===== config.mk =====
export PLATFORM = sky130hd
export DESIGN_NAME = clashup_loader_flat
export DESIGN_NICKNAME = d
export VERILOG_FILES = /design/src/rtl/clashup_pkg.sv /design/src/rtl/clashup_loader_if.sv /design/src/rtl/clashup_loader.sv /design/src/flat_wrapper.sv
export SDC_FILE = /design/constraint.sdc
export NUM_CORES = 1
export LEC_CHECK = 0
export ABC_AREA = 1
export ABC_CLOCK_PERIOD_IN_PS = 1900
export CELL_PAD_IN_SITES_DETAIL_PLACEMENT = 1
export CELL_PAD_IN_SITES_GLOBAL_PLACEMENT = 1
export CORE_MARGIN = 2
export CORE_UTILIZATION = 42
export DETAILED_ROUTE_END_ITERATION = 6
export GPL_TIMING_DRIVEN = 0
export HOLD_SLACK_MARGIN = 0.1
export PLACE_DENSITY = 0.83
export SETUP_SLACK_MARGIN = 0.4
export SYNTH_ARGS = -nofsm -noshare
export SYNTH_HDL_FRONTEND = slang
export SYNTH_SLANG_ARGS = --single-unit

===== constraint.sdc =====
create_clock -name clk -period 1.9 [get_ports clk]
set_input_delay 0.285 -clock clk [delete_from_list [all_inputs] [get_ports clk]]
set_output_delay 0.285 -clock clk [all_outputs]
set_load 0.02 [all_outputs]

===== src/rtl/clashup_pkg.sv =====
// clashup_pkg: constants and types shared by the Clashup loader, CPU and their benches
package clashup_pkg;
  localparam logic [7:0] DEF_SYNC_BYTE = 8'hA5;
  localparam int RAM_ADDR_W = 8;
  localparam int RAM_DEPTH = 1 << RAM_ADDR_W;
  localparam int RAM_DATA_W = 8;
  localparam logic [7:0] OP_SET = 8'h01;
  localparam logic [7:0] OP_ADD = 8'h02;
  localparam logic [7:0] OP_OUT = 8'h03;
  typedef enum logic [2:0] {ST_HUNT, ST_LEN, ST_DATA, ST_CHK, ST_EVAL} loader_state_e;
endpackage


===== src/rtl/clashup_loader_if.sv =====
// clashup_loader_if: byte-stream input and program-RAM write port of the loader
interface clashup_loader_if #(parameter int ADDR_W = 8);
  logic s_valid;
  logic [7:0] s_data;
  logic s_ready;
  logic mem_we;
  logic [ADDR_W-1:0] mem_addr;
  logic [7:0] mem_wdata;
  modport master (output s_valid, s_data, input s_ready, mem_we, mem_addr, mem_wdata);
  modport slave (input s_valid, s_data, output s_ready, mem_we, mem_addr, mem_wdata);
endinterface


===== src/rtl/clashup_loader.sv =====
// clashup_loader: loads a framed, checksummed image into program RAM and holds the CPU in reset until it verifies
module clashup_loader
  import clashup_pkg::*;
#(
  parameter int ADDR_W = RAM_ADDR_W,
  parameter logic [7:0] SYNC_BYTE = DEF_SYNC_BYTE
) (
  input  logic clk,
  input  logic rst_n,
  clashup_loader_if.slave bus,
  output logic cpu_rst,
  output logic done,
  output logic err
);
  localparam int CW = ADDR_W + 1;
  loader_state_e state_q, state_d;
  logic [CW-1:0] cnt_q, cnt_d;
  logic [ADDR_W-1:0] addr_q, addr_d, mem_addr_q, mem_addr_d;
  logic [7:0] sum_q, sum_d, mem_wdata_q, mem_wdata_d;
  logic mem_we_q, mem_we_d, cpu_rst_q, cpu_rst_d, done_q, done_d, err_q, err_d;
  logic s_ready, acc;
  assign s_ready = state_q != ST_EVAL;
  assign acc = bus.s_valid && s_ready;
  assign bus.s_ready = s_ready;
  assign bus.mem_we = mem_we_q;
  assign bus.mem_addr = mem_addr_q;
  assign bus.mem_wdata = mem_wdata_q;
  assign cpu_rst = cpu_rst_q;
  assign done = done_q;
  assign err = err_q;
  always_comb begin
    state_d = state_q;
    cnt_d = cnt_q;
    addr_d = addr_q;
    sum_d = sum_q;
    mem_we_d = 1'b0;
    mem_addr_d = mem_addr_q;
    mem_wdata_d = mem_wdata_q;
    cpu_rst_d = cpu_rst_q;
    done_d = done_q;
    err_d = err_q;
    case (state_q)
      ST_HUNT: if (acc && bus.s_data == SYNC_BYTE) begin
        state_d = ST_LEN;
        cpu_rst_d = 1'b1;
        done_d = 1'b0;
        err_d = 1'b0;
      end
      ST_LEN: if (acc) begin
        state_d = ST_DATA;
        // LEN=0 encodes a full 2^ADDR_W-byte image
        cnt_d = (bus.s_data == 8'd0) ? CW'(1) << ADDR_W : CW'(bus.s_data);
        sum_d = bus.s_data;
        addr_d = '0;
      end
      ST_DATA: if (acc) begin
        mem_we_d = 1'b1;
        mem_addr_d = addr_q;
        mem_wdata_d = bus.s_data;
        sum_d = sum_q + bus.s_data;
        addr_d = addr_q + ADDR_W'(1);
        cnt_d = cnt_q - CW'(1);
        state_d = (cnt_q == CW'(1)) ? ST_CHK : ST_DATA;
      end
      ST_CHK: if (acc) begin
        sum_d = sum_q + bus.s_data;
        state_d = ST_EVAL;
      end
      default: begin
        state_d = ST_HUNT;
        done_d = sum_q == 8'd0;
        err_d = sum_q != 8'd0;
        cpu_rst_d = sum_q != 8'd0;
      end
    endcase
  end
  always_ff @(posedge clk or negedge rst_n) begin
    if (!rst_n) begin
      state_q <= ST_HUNT;
      cnt_q <= '0;
      addr_q <= '0;
      sum_q <= '0;
      mem_we_q <= 1'b0;
      mem_addr_q <= '0;
      mem_wdata_q <= '0;
      cpu_rst_q <= 1'b1;
      done_q <= 1'b0;
      err_q <= 1'b0;
    end else begin
      state_q <= state_d;
      cnt_q <= cnt_d;
      addr_q <= addr_d;
      sum_q <= sum_d;
      mem_we_q <= mem_we_d;
      mem_addr_q <= mem_addr_d;
      mem_wdata_q <= mem_wdata_d;
      cpu_rst_q <= cpu_rst_d;
      done_q <= done_d;
      err_q <= err_d;
    end
  end
endmodule


===== src/flat_wrapper.sv =====
// flat-port wrapper written by rule: the top's interface ports become plain ports
module clashup_loader_flat import clashup_pkg::*;
#(
  parameter int ADDR_W = RAM_ADDR_W,
  parameter logic [7:0] SYNC_BYTE = DEF_SYNC_BYTE
)
  (clk, rst_n, cpu_rst, done, err, bus_s_valid, bus_s_data, bus_s_ready, bus_mem_we, bus_mem_addr, bus_mem_wdata);
  clashup_loader_if #(.ADDR_W(ADDR_W)) bus_i ();
  input  logic clk;
  input  logic rst_n;
  output logic cpu_rst;
  output logic done;
  output logic err;
  input wire logic [$bits(bus_i.s_valid)-1:0] bus_s_valid;
  input wire logic [$bits(bus_i.s_data)-1:0] bus_s_data;
  output wire logic [$bits(bus_i.s_ready)-1:0] bus_s_ready;
  output wire logic [$bits(bus_i.mem_we)-1:0] bus_mem_we;
  output wire logic [$bits(bus_i.mem_addr)-1:0] bus_mem_addr;
  output wire logic [$bits(bus_i.mem_wdata)-1:0] bus_mem_wdata;
  assign bus_i.s_valid = bus_s_valid;
  assign bus_i.s_data = bus_s_data;
  assign bus_s_ready = bus_i.s_ready;
  assign bus_mem_we = bus_i.mem_we;
  assign bus_mem_addr = bus_i.mem_addr;
  assign bus_mem_wdata = bus_i.mem_wdata;
  clashup_loader #(.ADDR_W(ADDR_W), .SYNC_BYTE(SYNC_BYTE)) u_core (.clk(clk), .rst_n(rst_n), .bus(bus_i), .cpu_rst(cpu_rst), .done(done), .err(err));
endmodule

==> flow_summary_export.csv <==
group,metric,value,unit
worst_setup_path,crit_path_end_kind,"register",
logic_synthesis,synth_flop_cell,"dfrtp_1",
global_routing,grt-busiest-layer,"met2",
cts,h-tree-depth,2,
power_and_ir_drop,power,5.91,mW
worst_hold_path,hp-class,"input port to async pin",
cts,clkSlewWorstSetupHoldPaths,0.10,ns
logic_synthesis,synth-edff-count,0,
job,cap_viol_max_count,0,
power_and_ir_drop,pwr_density_cell,1610,mW/mm2
cts,clockBufferDepth,2,
cts,cts_root_buffer,"clkbuf_8",
placed_design,portBuffers,31,
power_and_ir_drop,p_switching,2.70,mW
floorplanning,fp-row-count,29,
route,drc,0,
global_routing,gr-usage-met2,0.415,
logic_synthesis,synth_top_area_cell,"dfrtp_1",
logic_synthesis,synth_area_leaders,"dfrtp_1, nand2_1, inv_1, o21ai_2, nand3_1",
power_and_ir_drop,p_clk_frac,0.129,
route,ant_nets,0,
route,wirelength,8230,um
layout,diodes,0,
route,dr.pass1.iters,5,
sta,max_freq,0.594,GHz
global_routing,first_global_vias,2771,
sta,timing.final.crit_share,0.886,
logic_synthesis,synth.distinct_cells,34,
route,vias_per_cell,5.34,
floorplanning,die_y,85.7,um
layout,synthToLayoutAreaGrowth,31.0,%
sta,worstMarginPinSlew,0.400,ns
floorplanning,dieArea,0.00735,mm2
sta,finalHoldViolCount,0,
floorplanning,start_util,0.439,
layout,fin_cells,492,
floorplanning,coreArea,0.00639,mm2
route,via_count,2626,
worst_setup_path,cp.required,2.12,ns
layout,drive_gt1_frac,0.263,
sta,finalSetupViolations,0,
global_routing,grt_pass1_wl,13400,um
worst_setup_path,critPathMaxFanout,2,
worst_setup_path,cp_data_arrival_time,1.90,ns
placed_design,dp.final_hpwl,5590,um
cts,cts_tree,"done",
logic_synthesis,ys_warn_count,0,
layout,finalNetCount,436,
logic_synthesis,ys_ff_latch,48,
logic_synthesis,netlist_instances,355,
worst_setup_path,crit_type,"register to register",
floorplanning,fp.dieW,85.7,um
logic_synthesis,synth_nets,377,
layout,seqCellArea,0.00121,mm2
logic_synthesis,synth_common_cells,"nand2_1, dfrtp_1, inv_1",
sta,slew_viol_final,0,
logic_synthesis,avgSynthCellArea,7.90,um2
power_and_ir_drop,swShare,0.457,
logic_synthesis,synthArstFlopShare,1.00,
global_routing,grt_antenna_before_repair,0,
route,wl_per_cell,16.7,um
global_routing,grt_max_degree,38,
logic_synthesis,ys_seq_area_frac,0.429,
sta,rsz0062_at_grt,"true",
placed_design,finalWeightedCongestion,0.827,
logic_synthesis,synth_most_common_cell,"nand2_1",
global_routing,overflow,0,
power_and_ir_drop,seq_power_share,0.310,
worst_setup_path,startpoint_type,"register",
power_and_ir_drop,pwr-share-comb,0.561,
global_routing,grtUsageMet1,0.281,
logic_synthesis,synth_area,0.00280,mm2
logic_synthesis,synth_top_area_share,0.419,
run_status,outcome,"completed",
cts,cts.sinks,48,
sta,period_needed,1.68,ns
power_and_ir_drop,internal-power,3.21,mW
placed_design,dpl.cell_count,464,
sta,clock_skew,0.00811,ns
floorplanning,ios,32,
layout,fill_cells,770,
route,drt_iter0_drc,81,
sta,max_slew_margin,0.730,
global_routing,grtUsageTotal,0.231,
sta,whs,0.385,ns
power_and_ir_drop,p_leak,1.83,nW
layout,multi_input_area,0.00153,mm2
cts,insertion_delay,0.31,ns
power_and_ir_drop,ir_worst_vdd,0.791,mV
global_routing,grt_use_met3,0.0452,
cts,cts_buffers,5,
final cells by class:
type,instances,area share
clock buffers,5,0.0187
flip-flops and latches,48,0.329
plain buffers,8,0.0225
well taps,77,0.0262
inverters,48,0.0545
clock inverters,3,0.0116
multi-input cells,251,0.416
repair buffers,52,0.122
worst max-delay path, stage by stage, from the launching register on:
cell	delay (ns)
dfrtp_1	0.37
ha_2	0.20
inv_2	0.04
fa_2	0.34
inv_2	0.07
nand2_2	0.06
nand2_2	0.06
and2_4	0.13
or2_0	0.12
nand3_2	0.09
nand2_2	0.07
nand2_1	0.05
power groups by stage:
stage               registers [mW]  logic (mW)  clock network, mW
floorplan                     1.91        1.75                  0
global placement              1.77        2.70                  0
detailed placement            1.78        2.82                  0
CTS                           1.78        2.90              0.782
global route                  1.89        3.70              0.816
finish                        1.83        3.32              0.763
per-layer routing:
metal  up-vias  part of all wire
met2        50              0.52
met3        10             0.036
li1       1263                 -
met5         -                 0
met1      1303              0.43
met4         0             0.014
sequential cells by signal (all words and copies together), names as in the netlist:
name and count:
u_core.addr_q 8, u_core.bus.mem_addr 8, u_core.bus.mem_wdata 8, u_core.bus.mem_we 1, u_core.cnt_q 9, u_core.cpu_rst 1, u_core.done 1, u_core.err 1
u_core.state_q 3, u_core.sum_q 8
cell usage in the layout, fill, tap and decap left out, types with 2 or more instances in the layout:
cell,netlist,layout
a21oi_1,22,18
a21oi_2,0,4
buf_4,2,21
buf_6,6,6
clkbuf_8,0,5
clkdlybuf4s50_1,0,3
dfrtp_1,47,43
dfrtp_2,0,4
dlygate4sd2_1,0,24
dlymetal6s2s_1,0,2
ha_1,10,3
ha_4,0,6
inv_1,44,38
inv_2,1,6
inv_4,2,3
nand2_1,96,87
nand2_2,1,9
nand2_4,2,2
nand3_1,26,22
nand3_2,0,4
nand3b_1,3,3
nand4_1,5,5
nor2_1,28,24
nor2_2,1,2
nor2_4,0,3
o21a_1,2,2
o21ai_0,19,15
o21ai_1,5,8
o21ai_2,15,16
o22ai_1,2,2
or2_4,0,2
xnor2_1,2,2
worst paths after layout:
kind / startpoint / endpoint / slack [ns] / cells past startpoint
max: u_core.sum_q[0]$_DFFE_PN0P_ / u_core.sum_q[4]$_DFFE_PN0P_ / 0.22 / 11
min: rst_n / u_core.bus.mem_wdata[6]$_DFFE_PN0P_ / 0.38 / 2
max reg2reg: u_core.sum_q[0]$_DFFE_PN0P_ / u_core.sum_q[4]$_DFFE_PN0P_ / 0.22 / 11
min reg2reg: u_core.bus.mem_wdata[6]$_DFFE_PN0P_ / u_core.bus.mem_wdata[6]$_DFFE_PN0P_ / 0.49 / 2
max in group asynchronous: rst_n / u_core.cpu_rst$_DFFE_PN1P_ / 0.94 / 3
min in group clk: bus_s_data[3] / u_core.bus.mem_wdata[3]$_DFFE_PN0P_ / 0.42 / 3
through the flow:
stage / utilization / instance area (um2) / TNS (ns) / setup slack (ns)
4_1_cts: 0.540 / 3450 / 0 / 0.172
3_5_place_dp: 0.506 / 3230 / -1.17 / -0.369
3_3_place_gp: 0.504 / 3220 / -44.29 / -0.919
5_1_grt: 0.575 / 3670 / 0 / 0.111
6_report: 0.575 / 3670 / 0 / 0.216
2_1_floorplan: - / 2810 / 0 / 0.387
cell families (layout without fill, tap and decap cells):
kind of cell               count (synthesis)  count (layout)  synth area share
and+or+nand+nor                          170             170             0.266
DFF                                       48              48             0.429
adders and majority gates                 11              11            0.0518
AOI/OAI and AO/OA                         68              68             0.150
xor gates and xnor gates                   2               2           0.00625
buffers and inverters                     56             116            0.0973
what timing repair did:
action,4_1_cts,5_1_grt
setup buffers,6,13
hold buffers,1,0
hold endpoints to repair,11,0
pin swaps,7,17
endpoints found under the setup margin,59,42
gates cloned,0,0
gates resized for setup,41,43
Power figures use the tool's default switching activity.
==> RTL edit 1: new RTL, same flow settings <==
Register the output `err` once more, cleared by the reset; this adds one clock of latency there. The other outputs are not delayed to match.
--- a/src/rtl/clashup_loader.sv
+++ b/src/rtl/clashup_loader.sv
@@ -27,7 +27,13 @@
   assign bus.mem_wdata = mem_wdata_q;
   assign cpu_rst = cpu_rst_q;
   assign done = done_q;
-  assign err = err_q;
+  always_ff @(posedge clk or negedge rst_n) begin
+    if (!rst_n) begin
+      err <= '0;
+    end else begin
+      err <= err_q;
+    end
+  end
   always_comb begin
     state_d = state_q;
     cnt_d = cnt_q;
Behaviour: not the same (a bounded check fails within 10 cycles, from zero or initial values and one cycle with rst_n low).
==> RTL edit 1 against the original RTL <==
- worst setup slack got worse by 66 ps
- die area fell by 0.76%
- routed wire length rose by 8.1%
- non-clock buffer count rose by 10
- critical endpoint unchanged
- synthesized area fell by 0.80%
- highest routed layer unchanged
- sequential cell count rose by 1
- count of clock-buffer cells in the layout rose by 1
- hold slack improved by 18 ps
- total power barely moved
- final area rose by 0.17%
==> RTL edit 1: results (changes against the original RTL) <==
metric,value,unit,change
Starting DRT DRC Count,167,,+110%
final WL,8890,µm,+8.1%
Worst-path clk slew,100,ps,about the same
post-synth top area share,43.18,%,+1.2 points
Final GP Congestion,0.8396,,+1.6%
final net count,450,,+3.2%
worst skew pair latency,310,ps,about the same
Worst IR Drop VDD,0.0008840,V,+12%
DP Wirelength,5695,µm,+1.9%
top post-synthesis cells by area,"dfrtp_1 (43%), nand2_1 (15%), inv_1 (6.1%)",,
global-route usage over all layers,22.87,%,-0.23 points
drt first pass iters,4,,-1
first-pass GRT wire length,13390,µm,about the same
CTS max path bufs,2,,unchanged
Commonest cells post-synth,"nand2_1 (109), dfrtp_1 (48), inv_1 (45)",,
Antenna diodes,0,,unchanged
Netlist cell types,32,,-5.9%
syn_nets,380,,+0.80%
Clock Skew,13.04,ps,+4.925 ps
worst slew pin tran,472.2,ps,+71.92 ps
Leak,1.896,nW,+3.7%
Max H-tree Level,2,,unchanged
ys async rst share,100.0,%,unchanged
hold crit path type,flop to flop,,
status,completed,,
Sw Ratio,46.07,%,+0.41 points
largest net degree at the start of global routing,32,,-16%
vias in the first global route,2767,,-0.14%
Via density,5.431,,+1.8%
antenna violations before repair,0,,unchanged
Largest register FFs,9,,unchanged
FILL cells,802,,+4.2%
share of cells above drive strength 1,21.45,%,-4.8 points
CP max FO,2,,unchanged
"Seq/Total Area, Yosys",44.13,%,+1.2 points
I/O Buffers,31,,unchanged
WP data arrival,1950,ps,+50 ps
[RTL edit 1: metrics by stage]
step	instances	setup slack (ps)	utilization, %	TNS (ps)	instance area [µm²]
6_report	506	150.1	57.62	0	3680
2_1_floorplan	358	386.3	-	0	2806
3_3_place_gp	466	-933.6	50.31	-46160	3213
3_5_place_dp	467	-353.1	50.55	-1333	3228
5_1_grt	506	40.83	57.62	0	3680
4_1_cts	484	233.7	53.17	0	3396
[RTL edit 1: final cells by class]
type | instances | area, µm² | area share, %
timing repair buffer | 63 | 553.0 | 15.03
buffer | 7 | 85.08 | 2.312
sequential | 49 | 1231 | 33.46
clock buffer | 6 | 72.57 | 1.972
tap | 77 | 96.34 | 2.618
multi-input combinational | 255 | 1435 | 39.00
clock inverter | 2 | 15.01 | 0.4080
inverter | 47 | 191.4 | 5.202
[RTL edit 1: logic make-up after synthesis]
family	share of synthesized area [%]
DFF	44.13
buffers and inverters	9.311
and+or+nand+nor	28.48
AOI/OAI and AO/OA	12.24
xor gates and xnor gates	0.6299
adders and majority gates	5.218
[RTL edit 1: layer usage]
metal  track usage, %  part of all wire (%)
met5                0                     0
met4            6.205                   1.5
met3            3.502                   2.5
met2            37.50                    51
met1            31.59                    45
[RTL edit 1: timing repair]
action,CTS,global route
endpoints found under the hold margin,17,0
hold buffers,1,0
resized for setup,40,32
buffers inserted,8,20
endpoints found under the setup margin,55,38
gates cloned,0,2
pin swaps,6,18
[RTL edit 1: power groups by stage]
stage / logic [W] / registers [W] / clock network (W)
final: 0.00351 / 0.00176 / 0.000642
after floorplan: 0.00174 / 0.00187 / 0
after global placement: 0.00263 / 0.00173 / 0
after global routing: 0.00387 / 0.00181 / 0.000701
after CTS: 0.00288 / 0.00172 / 0.000647
after detailed placement: 0.00277 / 0.00176 / 0
[RTL edit 1: path summary, 6_finish.rpt]
path / from / slack [ps] / cells past startpoint / end
hold reg to reg: u_core.err_q$_DFFE_PN0P_ / 400 / 0 / u_core.err$_DFF_PN0_
min in group asynchronous: rst_n / 450 / 2 / u_core.sum_q[1]$_DFFE_PN0P_
max in group asynchronous: rst_n / 930 / 3 / u_core.cnt_q[6]$_DFFE_PN0P_
setup / recovery: u_core.sum_q[0]$_DFFE_PN0P_ / 150 / 11 / u_core.sum_q[4]$_DFFE_PN0P_
setup reg to reg: u_core.sum_q[0]$_DFFE_PN0P_ / 150 / 11 / u_core.sum_q[4]$_DFFE_PN0P_
hold / removal: u_core.err_q$_DFFE_PN0P_ / 400 / 0 / u_core.err$_DFF_PN0_
[RTL edit 1: critical path: stages, from the launching register on]
cell	delay, ps
dfrtp_1	380
ha_2	200
inv_2	40
fa_2	350
inv_2	70
nand2_2	50
nand2_2	80
and2_4	150
or2_4	110
nand3_2	60
nand2_1	90
nand2_1	50
==> RTL edit 2: new RTL, same settings <==
Made on the original files. Set the package constant `RAM_ADDR_W` to 10 (it was 8).
--- a/src/rtl/clashup_pkg.sv
+++ b/src/rtl/clashup_pkg.sv
@@ -1,7 +1,7 @@
 // clashup_pkg: constants and types shared by the Clashup loader, CPU and their benches
 package clashup_pkg;
   localparam logic [7:0] DEF_SYNC_BYTE = 8'hA5;
-  localparam int RAM_ADDR_W = 8;
+  localparam int RAM_ADDR_W = 10;
   localparam int RAM_DEPTH = 1 << RAM_ADDR_W;
   localparam int RAM_DATA_W = 8;
   localparam logic [7:0] OP_SET = 8'h01;
Interface: changed (resized bus_mem_addr); port bits go from 32 to 34. No check against the original RTL was run, so the function may have changed too.
==> RTL edit 2 against the original RTL <==
- worst setup slack better by 9.2 ps
- sequential cell count grew 6
- final area rose by 12%
- die area up 8.5%
- routed wire length increased by 34%
- total power up 16%
- global-route usage up 0.42 points
- synthesized area is 9.0% higher
==> RTL edit 2: results (changes against the original RTL) <==
metric,value,unit,change
compound-gate portion of the synthesized area,14.25,%,-0.74 points
Post-Synth Adder-Cell Area,4.750,%,-0.43 points
Starting DRT DRC Count,205,,+150%
"worst slack, placed",-263.3,ps,+105.5 ps
ClkCell Share,2.403,%,-0.63 points
Mapped Cells,404,,+14%
Via density,5.412,,+1.4%
first-pass GRT wire length,14430,µm,+7.8%
Netlist cell types,33,,-2.9%
Plain + repair buffers,72,,+20%
status,completed,,
Post-DP Area,3525,µm²,+9.1%
worst slew pin tran,434.6,ps,+34.24 ps
Worst-path clk slew,120,ps,+20 ps
global-route usage over all layers,23.52,%,+0.42 points
top post-synthesis cells by area,"dfrtp_1 (43%), nand2_1 (14%), o21ai_0 (6.6%)",,
Placed Cells,537,,+16%
"Seq/Total Area, Yosys",44.27,%,+1.4 points
Clock Skew,13.50,ps,+5.382 ps
share of cells above drive strength 1,23.84,%,-2.4 points
comb_multi_in,284,,+13%
detailed-routing wirelength on met1,4658,µm,+31%
Largest register FFs,11,,+2
Worst IR Drop VDD,0.0006815,V,-14%
"Min Clock Period, post-route",1675,ps,-9.184 ps
Multi-input gate area,1657,µm²,+8.4%
syn_nets,426,,+13%
routing usage on met2,42.42,%,+0.95 points
met3 routed WL,336,µm,+14%
reg-to-reg endpoint,u_core.cnt_q[2]$_DFFE_PN0P_,,
synthesized flop and latch total,54,,+13%
final net count,495,,+14%
critical path's slowest cell,dfrtp_2,,
XOR/XNOR Fraction of Synth Area,1.433,%,+0.81 points
Commonest cells post-synth,"nand2_1 (110), dfrtp_1 (53), inv_1 (51)",,
WP data arrival,1880,ps,-20 ps
metal2 WL,5824,µm,+36%
clk_buf instances,6,,+1
vias in the first global route,3033,,+9.5%
NonClk Buf Share,16.03,%,+1.6 points
met1 usage,29.47,%,+1.4 points
post-CTS resize count,53,,+29%
worst reg-to-reg path cell count,9,,-2
CP max FO,5,,+3
Non-Clock Inverter Count,56,,+17%
met3 Use GR,3.601,%,-0.92 points
Non-Filler Instances,573,,+16%
==> RTL edit 2: cell types whose count changed after synthesis, sizes merged, moves of 6 or more <==
| cell | before | now |
|---|---|---|
| nand2 | 99 | 113 |
| o21ai | 39 | 46 |
| dfrtp | 47 | 53 |
| inv | 48 | 54 |
| nor2 | 30 | 36 |
==> RTL edit 2: where the power goes <==
group	internal (W)	leakage, nW	switching [W]
clock	0.000302	0.0478	0.000436
sequential	0.00160	0.685	0.000449
combinational	0.00162	1.28	0.00245
total	0.00353	2.02	0.00334
==> RTL edit 2: kinds of logic (layout without fill, tap and decap cells) <==
kind of cell | Yosys count | count (layout)
and+or+nand+nor | 189 | 189
buffers and inverters | 66 | 136
AOI/OAI and AO/OA | 79 | 79
xor gates and xnor gates | 5 | 5
DFF | 54 | 54
adders and majority gates | 11 | 11
==> RTL edit 2: worst reg2reg max path: cells and delay by family, from the launching register on <==
family / cells / cell delay (ps)
buf+inv: 4 / 500
flops: 1 / 440
compound gates: 3 / 440
simple gates: 2 / 180
